<file path="config.mk">
export PLATFORM = sky130hd
export DESIGN_NAME = result_write_arbiter
export DESIGN_NICKNAME = d
export VERILOG_FILES = /design/src/rtl/result_write_arbiter.sv
export SDC_FILE = /design/constraint.sdc
export NUM_CORES = 1
export LEC_CHECK = 0
export BUFFER_PORTS_ARGS = -buffer_cell sky130_fd_sc_hd__buf_2
export CORE_MARGIN = 2
export CORE_UTILIZATION = 49
export CTS_BUF_LIST = sky130_fd_sc_hd__clkbuf_8
export CTS_CLUSTER_DIAMETER = 30
export CTS_CLUSTER_SIZE = 14
export DETAILED_ROUTE_END_ITERATION = 7
export PLACE_DENSITY = 0.83
export SKIP_CTS_REPAIR_TIMING = 1
export SYNTH_ARGS = -nofsm -noshare
export SYNTH_HDL_FRONTEND = slang
export SYNTH_SLANG_ARGS = --single-unit
</file>
<file path="constraint.sdc">
create_clock -name clk -period 5.1 [get_ports clk]
set_clock_uncertainty 0.1 [all_clocks]
set_input_delay 1.02 -clock clk [delete_from_list [all_inputs] [get_ports clk]]
set_output_delay 1.02 -clock clk [all_outputs]
set_load 0.01 [all_outputs]
</file>
<file path="src/rtl/result_write_arbiter.sv">
// Round-robin arbiter that serialises detector hits into 3-beat result writes.
// Optional RESULT_DROP_CNT_EN: drop (grant without write) when the FIFO is full.
`timescale 1ns/1ps
module result_write_arbiter #(
  parameter int DATA_WIDTH_12 = 12,
  parameter int NUM_RESIZE    = 5,
  parameter int NUM_REQ       = 5,
  parameter int FIFO_DEPTH    = 4096,
  parameter int NUM_VARIABLE  = 3
) (
  input  logic                               clk,
  input  logic                               reset,
  input  logic [NUM_REQ-1:0]                 req,
  input  logic [NUM_REQ*DATA_WIDTH_12-1:0]   req_x,
  input  logic [NUM_REQ*DATA_WIDTH_12-1:0]   req_y,
  input  logic [NUM_REQ*NUM_RESIZE-1:0]      req_cand,
  output logic [NUM_REQ-1:0]                 grant,
  output logic                               write_result,
  output logic [DATA_WIDTH_12-1:0]           ori_x,
  output logic [DATA_WIDTH_12-1:0]           ori_y,
  output logic [NUM_RESIZE-1:0]              candidate,
  input  logic                               write_result_end,
  input  logic [DATA_WIDTH_12-1:0]           fifo_usedw,
  input  logic                               rec_read,
  output logic [DATA_WIDTH_12-1:0]           o_record_cnt,
  output logic                               o_busy,
  output logic                               o_seq_err
`ifdef RESULT_DROP_CNT_EN
  ,
  output logic [15:0]                        o_drop_cnt
`endif
);

  localparam int PW      = (NUM_REQ > 1) ? $clog2(NUM_REQ) : 1;
  localparam int CNT_MAX = FIFO_DEPTH / NUM_VARIABLE;

  localparam logic [0:0] S_IDLE  = 1'b0;
  localparam logic [0:0] S_WRITE = 1'b1;

  logic [0:0]               state_q, state_d;
  logic [1:0]               beat_q, beat_d;
  logic [PW-1:0]            ptr_q, ptr_d;
  logic [NUM_REQ-1:0]       grant_q, grant_d;
  logic                     wr_q, wr_d;
  logic [DATA_WIDTH_12-1:0] x_q, x_d;
  logic [DATA_WIDTH_12-1:0] y_q, y_d;
  logic [NUM_RESIZE-1:0]    c_q, c_d;
  logic [DATA_WIDTH_12-1:0] cnt_q, cnt_d;
  logic                     end_exp_q, end_exp_d;
  logic                     err_q, err_d;

  logic                     found;
  logic [PW-1:0]            win;
  logic                     space_ok;
  logic                     arb_en;
  logic                     rec_end;
  logic                     rd_ok;
  logic [DATA_WIDTH_12-1:0] win_x;
  logic [DATA_WIDTH_12-1:0] win_y;
  logic [NUM_RESIZE-1:0]    win_c;

  function automatic logic [PW-1:0] rr_idx(
    input logic [PW-1:0] base,
    input int            off
  );
    int s;
    s = int'(base) + off;
    if (s >= NUM_REQ) s = s - NUM_REQ;
    return PW'(s);
  endfunction

  // First pending request at or after the pointer, wrapping.
  always_comb begin
    found = 1'b0;
    win   = ptr_q;
    for (int k = 0; k < NUM_REQ; k++) begin
      if (!found && req[rr_idx(ptr_q, k)]) begin
        found = 1'b1;
        win   = rr_idx(ptr_q, k);
      end
    end
  end

  // Two records of margin because usedw lags the writes.
  assign space_ok = (32'(fifo_usedw) + 32'(2 * NUM_VARIABLE))
                    <= 32'(FIFO_DEPTH);

  // A grant pulse blocks re-arbitration so a stale req is not granted twice.
  assign arb_en  = (state_q == S_IDLE) && found && (grant_q == '0);
  assign rec_end = (state_q == S_WRITE) && (beat_q == 2'd2);
  assign rd_ok   = rec_read && (cnt_q != '0);

  assign win_x = req_x[DATA_WIDTH_12*win +: DATA_WIDTH_12];
  assign win_y = req_y[DATA_WIDTH_12*win +: DATA_WIDTH_12];
  assign win_c = req_cand[NUM_RESIZE*win +: NUM_RESIZE];

`ifdef RESULT_DROP_CNT_EN
  logic        drop_hit;
  logic [15:0] drop_q, drop_d;
`endif

  always_comb begin
    state_d = state_q;
    beat_d  = beat_q;
    ptr_d   = ptr_q;
    grant_d = '0;
    wr_d    = 1'b0;
    x_d     = x_q;
    y_d     = y_q;
    c_d     = c_q;
`ifdef RESULT_DROP_CNT_EN
    drop_hit = 1'b0;
`endif
    unique case (state_q)
      S_IDLE: begin
        if (arb_en) begin
          if (space_ok) begin
            grant_d = NUM_REQ'(1) << win;
            wr_d    = 1'b1;
            x_d     = win_x;
            y_d     = win_y;
            c_d     = win_c;
            beat_d  = 2'd0;
            ptr_d   = rr_idx(win, 1);
            state_d = S_WRITE;
          end
`ifdef RESULT_DROP_CNT_EN
          else begin
            grant_d  = NUM_REQ'(1) << win;
            ptr_d    = rr_idx(win, 1);
            drop_hit = 1'b1;
          end
`endif
        end
      end
      S_WRITE: begin
        if (beat_q == 2'd2) begin
          state_d = S_IDLE;
        end else begin
          wr_d   = 1'b1;
          beat_d = beat_q + 2'd1;
        end
      end
      default: state_d = S_IDLE;
    endcase
  end

  always_comb begin
    cnt_d = cnt_q;
    unique case ({rec_end, rd_ok})
      2'b10: begin
        if (cnt_q != DATA_WIDTH_12'(CNT_MAX)) cnt_d = cnt_q + 1'b1;
      end
      2'b01:   cnt_d = cnt_q - 1'b1;
      default: cnt_d = cnt_q;
    endcase
  end

  // The end strobe must appear exactly one cycle after beat 2.
  assign end_exp_d = rec_end;
  assign err_d     = err_q | (end_exp_q ^ write_result_end);

`ifdef RESULT_DROP_CNT_EN
  always_comb begin
    drop_d = drop_q;
    if (drop_hit && (drop_q != 16'hFFFF)) drop_d = drop_q + 16'd1;
  end

  always_ff @(posedge clk or posedge reset) begin
    if (reset) drop_q <= '0;
    else       drop_q <= drop_d;
  end

  assign o_drop_cnt = drop_q;
`endif

  always_ff @(posedge clk or posedge reset) begin
    if (reset) begin
      state_q   <= S_IDLE;
      beat_q    <= '0;
      ptr_q     <= '0;
      grant_q   <= '0;
      wr_q      <= 1'b0;
      x_q       <= '0;
      y_q       <= '0;
      c_q       <= '0;
      cnt_q     <= '0;
      end_exp_q <= 1'b0;
      err_q     <= 1'b0;
    end else begin
      state_q   <= state_d;
      beat_q    <= beat_d;
      ptr_q     <= ptr_d;
      grant_q   <= grant_d;
      wr_q      <= wr_d;
      x_q       <= x_d;
      y_q       <= y_d;
      c_q       <= c_d;
      cnt_q     <= cnt_d;
      end_exp_q <= end_exp_d;
      err_q     <= err_d;
    end
  end

  assign grant        = grant_q;
  assign write_result = wr_q;
  assign ori_x        = x_q;
  assign ori_y        = y_q;
  assign candidate    = c_q;
  assign o_record_cnt = cnt_q;
  assign o_busy       = (state_q == S_WRITE);
  assign o_seq_err    = err_q;

endmodule

</file>
Yosys cells after proc, flatten, opt, wreduce, memory -nomap -nowiden
Index checks and enable logic that the tools add are counted.
Word-level totals
  flip-flop bits (word level): 54
  logic and storage cells: 111
  output and inout port bits: 49
  input port bits: 166
Cells by class
  reduce and logical (&&, ||, !) cells: 18
  shift operators: 4
  bitwise operators: 3
  mux-type cells: 39
  add/sub/neg operators: 15
  magnitude comparators: 12
  equal/unequal tests: 8
  multiply operators: 2
Operator list (number)
  $shiftx 60x8->12: 2
  $mux 3: 11
  $shiftx 25x7->5: 1
  $pmux 12 s2: 1
  $ge 4x3->1 const B: 5
  $lt 3x4->1 const B: 5
  $sub 3x3->3 const B: 6
  $bmux 1 s3: 5
  $mux 5: 3
  $add 12x3->13 const B: 1
  $le 13x13->1 const B: 1
  $mux 1: 13
  $add 12x1->12 const B: 1
  $mux 12: 1
  $ne 12x11->1 const B: 1
  $reduce_bool 12->1: 1
  $sub 12x1->12 const B: 1
  $add 3x1->4 const B: 2
  $add 3x2->4 const B: 2
  $logic_and 1x1->1: 8
  $ne 2x2->1 const B: 4
  $mul 3x3->6 const A: 1
  $mux 2: 3
  $reduce_and 3->1: 2
  other kinds (16): 20

Logic depth before layout (Yosys ltp)
  word-level depth: 21
  mapped depth: 20
  depth with buffers taken out: 18

Worst setup path after synthesis
No wires, ideal clock.
  path kind: register to register
  from: reg ptr_q[0]
  to: reg ptr_q[1]
  arrival time: 4366 ps
  path buffers: 2
  path slack: 565 ps
  stages on the path, launching flop included: 20
  data required time: 4931 ps
  period minus slack after synthesis: 4535 ps
  library setup time: 69 ps
  path through: dfrtp_1 > buf_2 > inv_2 > ha_1 > inv_1 > fa_1 > a21oi_2 > mux2i_1 > nor3b_1 > o31a_1 > a311oi_1 > a2bb2oi_1 > a21oi_2 > buf_2 > ha_1 > ha_1 > a21oi_1 > a21oi_1 > or4_1 > nand3_1
Between the ends
  longest elaborated chain between the ends: 20
  elaborated cells between the ends (all ways): 54
RTL lines
  start, declared: RTL line 42  | logic [PW-1:0] ptr_q, ptr_d;
  start signal, assigned: RTL line 193  | ptr_q <= ptr_d;
  parallel branches: the longest is 20 deep, another holds $add 3x1->4
Several ways; the timed one is not identified. The select of a mux whose other input is x is not followed.
A chain may end at the register's enable or synchronous reset.

Worst setup path in the final report
Ends and elaborated chain as after synthesis.

==> results.cfg <==
[timing]
tns_ns = 0
fin_crit_ns = 4.89
setup_viol = 0
maxClockFrequency_mhz = 204
fin_crit_sh_pct = 95.9
finalHoldViolations = 0
max_slew.worst_pin.slew_ns = 1.27
drv_slew = 0
maxSlewHeadroom_pct = 15.2

[grt]
antenna_found_initial = 0
grt_use_total_pct = 28.2
grt_pass1_vias = 4896
gr-total-overflow = 0
grt_max_degree = 55
grt_pass1_wl_um = 23300

[worst_setup_path]
rr_worst_depth = 17
cp-startpoint = ptr_q[0]
crit_family = compound AO/OA/AOI/OAI gates
cp.depth = 17
critPathLaunchType = flip-flop
crit_top_cell = ha_1
crit_fanout = 11
cp_slowest_cell = o31ai_2
cp-endpoint = ptr_q[1]
worstSetupEndpointType = flip-flop
critPathRequiredTime_ns = 5.23
crit_type = reg2reg
path_cells = inv_2, ha_1, inv_1, fa_1, a21oi_2, mux2i_2, nor3_1, o31ai_2, nand3_1, and3_1, o32ai_4, ha_1, ha_1, a21oi_1, a21oi_1, or4_1, nand3_1
arrival_ns = 5.02
r2r_end = ptr_q[1]
r2r_slack_ns = 0.21
crit_buf_inv = 2
slowest_delay_ns = 0.62
timing.rr.start = ptr_q[0]

[detailed_routing]
drt_iter0_markers = 376
antenna_left = 0
viasPerCell = 5.83
drc = 7
vias = 4970
wl_um = 14800
routedWlPerCell_um = 17.4
first_pass_iters = 8

[placement]
place_inst = 845
hpwl_um = 11600
gp_congestion = 0.916
port_buffers = 214
place_area_mm2 = 0.00586

[logic_synthesis]
synth_cell_types = 63
synth_edf_count = 0
ys.flop_type = dfrtp_1
seq_area_frac_synth_pct = 28.8
synthArstFlopShare_pct = 100
syn_avg_cell_area_um2 = 8.92
postSynthCellCount = 526
synth_warnings = 0
synth_seq_cells = 54
syn_nets = 719
netlist_area_mm2 = 0.00469

[floorplanning]
fp.dieW_um = 102
initial_utilization_pct = 50.6
die_y_um = 102
ios = 215
die_area_mm2 = 0.0104
coreArea_mm2 = 0.00928
rows = 35

[clock_network]
clkTransAtPathRegs_ns = 0.10
clock_latency_ns = 0.30
clock-root-buffer = clkbuf_8
cts.sinks = 54
cts_tree = yes
h-tree-depth = 2
cts_buffers = 5
clockBufferDepth = 2

[run_status]
violations = DRC
outcome = complete, but fails checks

[cells_and_area]
antennaDiodeCount = 0
fin_nets = 916
area_growth_pct = 27.5
drive_gt1_share_pct = 42.8
fin_cells = 853
stdcell_area_mm2 = 0.00598
utilization_pct = 64.5
fill_cells = 834

[run]
drv_cap = 0

[min_path]
hold_class = reg2reg
[metal layers]
metal,routed length [um],vias to the layer above,GRT usage [%],share of wire (%)
li1,-,2359,-,-
met1,5890,2351,35.1,40
met2,7710,227,49.8,52
met3,862,33,4.72,5.8
met4,358,0,9.03,2.4
met5,0,-,0,0
[final cells by class]
cell class,instances,area [um^2],share of cell area [%]
multi-input combinational,411,3120,52.1
sequential,54,1350,22.6
timing repair buffer,223,1150,19.2
tap,129,161,2.70
inverter,28,105,1.76
clock buffer,6,82.6,1.38
clock inverter,2,12.5,0.209
[metrics by stage]
step	setup slack [ns]	hold WS (ns)
after floorplan	0.565	0.359
final	0.209	0.387
after global placement	0.516	0.347
after global routing	-0.0248	0.428
after detailed placement	0.245	0.356
after CTS	0.220	0.384
[cells by family (layout without fill, tap and decap cells)]
group | after synthesis | after routing | share of synthesized area (%)
AO/OA/AOI/OAI | 150 | 150 | 23.1
XOR/XNOR | 12 | 12 | 2.24
adder cells (fa/ha/maj) | 27 | 27 | 7.52
buffers and inverters | 61 | 259 | 5.68
flip-flops | 54 | 54 | 28.8
multiplexers | 74 | 74 | 17.9
AND/OR/NAND/NOR | 148 | 148 | 14.8
[registers in the layout, indices dropped and copies added (netlist names)]
signal / flops
beat_q: 2
candidate: 5
end_exp_q: 1
grant: 5
o_record_cnt: 12
o_seq_err: 1
ori_x: 12
ori_y: 12
ptr_q: 3
write_result: 1
[cell usage after synthesis (3+ instances only)]
master,count,share of area [%]
a21oi_1,21,2.2
o31ai_1,4,0.64
a311o_1,3,0.64
xnor2_1,9,1.7
or4_1,3,0.48
inv_1,24,1.9
nor3_1,10,1.1
ha_1,25,6.7
o211ai_1,4,0.64
nand2_1,65,5.2
dfrtp_1,54,29
clkbuf_1,20,1.6
buf_2,9,0.96
o21ai_0,33,3.5
o21ai_1,19,2.0
a211oi_1,3,0.48
a21oi_2,3,0.56
mux2i_1,13,2.8
nor4_1,4,0.53
and3_1,3,0.40
a222oi_1,29,6.2
nor2_1,22,1.8
nand3_1,12,1.3
a21boi_0,4,0.64
xor2_1,3,0.56
a21o_1,4,0.64
nand2b_1,9,1.2
mux2_2,59,14
and2_1,5,0.67
nor2b_1,4,0.53
inv_2,3,0.24
buf_6,3,0.72
[layout by cell type, fill, tap and decap left out, types with 19 or more instances in the layout]
cell type | Yosys | final
nand2_1 | 65 | 65
a21oi_1 | 21 | 21
dfrtp_1 | 54 | 54
nor2_1 | 22 | 21
o21ai_1 | 19 | 19
o21ai_0 | 33 | 33
ha_1 | 25 | 25
a222oi_1 | 29 | 29
buf_2 | 9 | 214
inv_1 | 24 | 24
mux2_2 | 59 | 59
[worst min path at each step]
stage | from | endpoint | slack, ns | cells after the start
floorplan | beat_q[0] | beat_q[0] | 0.36 | 1
global placement | o_seq_err | o_seq_err | 0.35 | 1
detailed placement | o_seq_err | o_seq_err | 0.36 | 1
CTS | o_seq_err | o_seq_err | 0.38 | 1
global route | o_seq_err | o_seq_err | 0.43 | 1
finish | o_seq_err | o_seq_err | 0.39 | 1
Power is not shown: default switching activity piles up to over one toggle a cycle in this logic, so the estimate is an artifact.
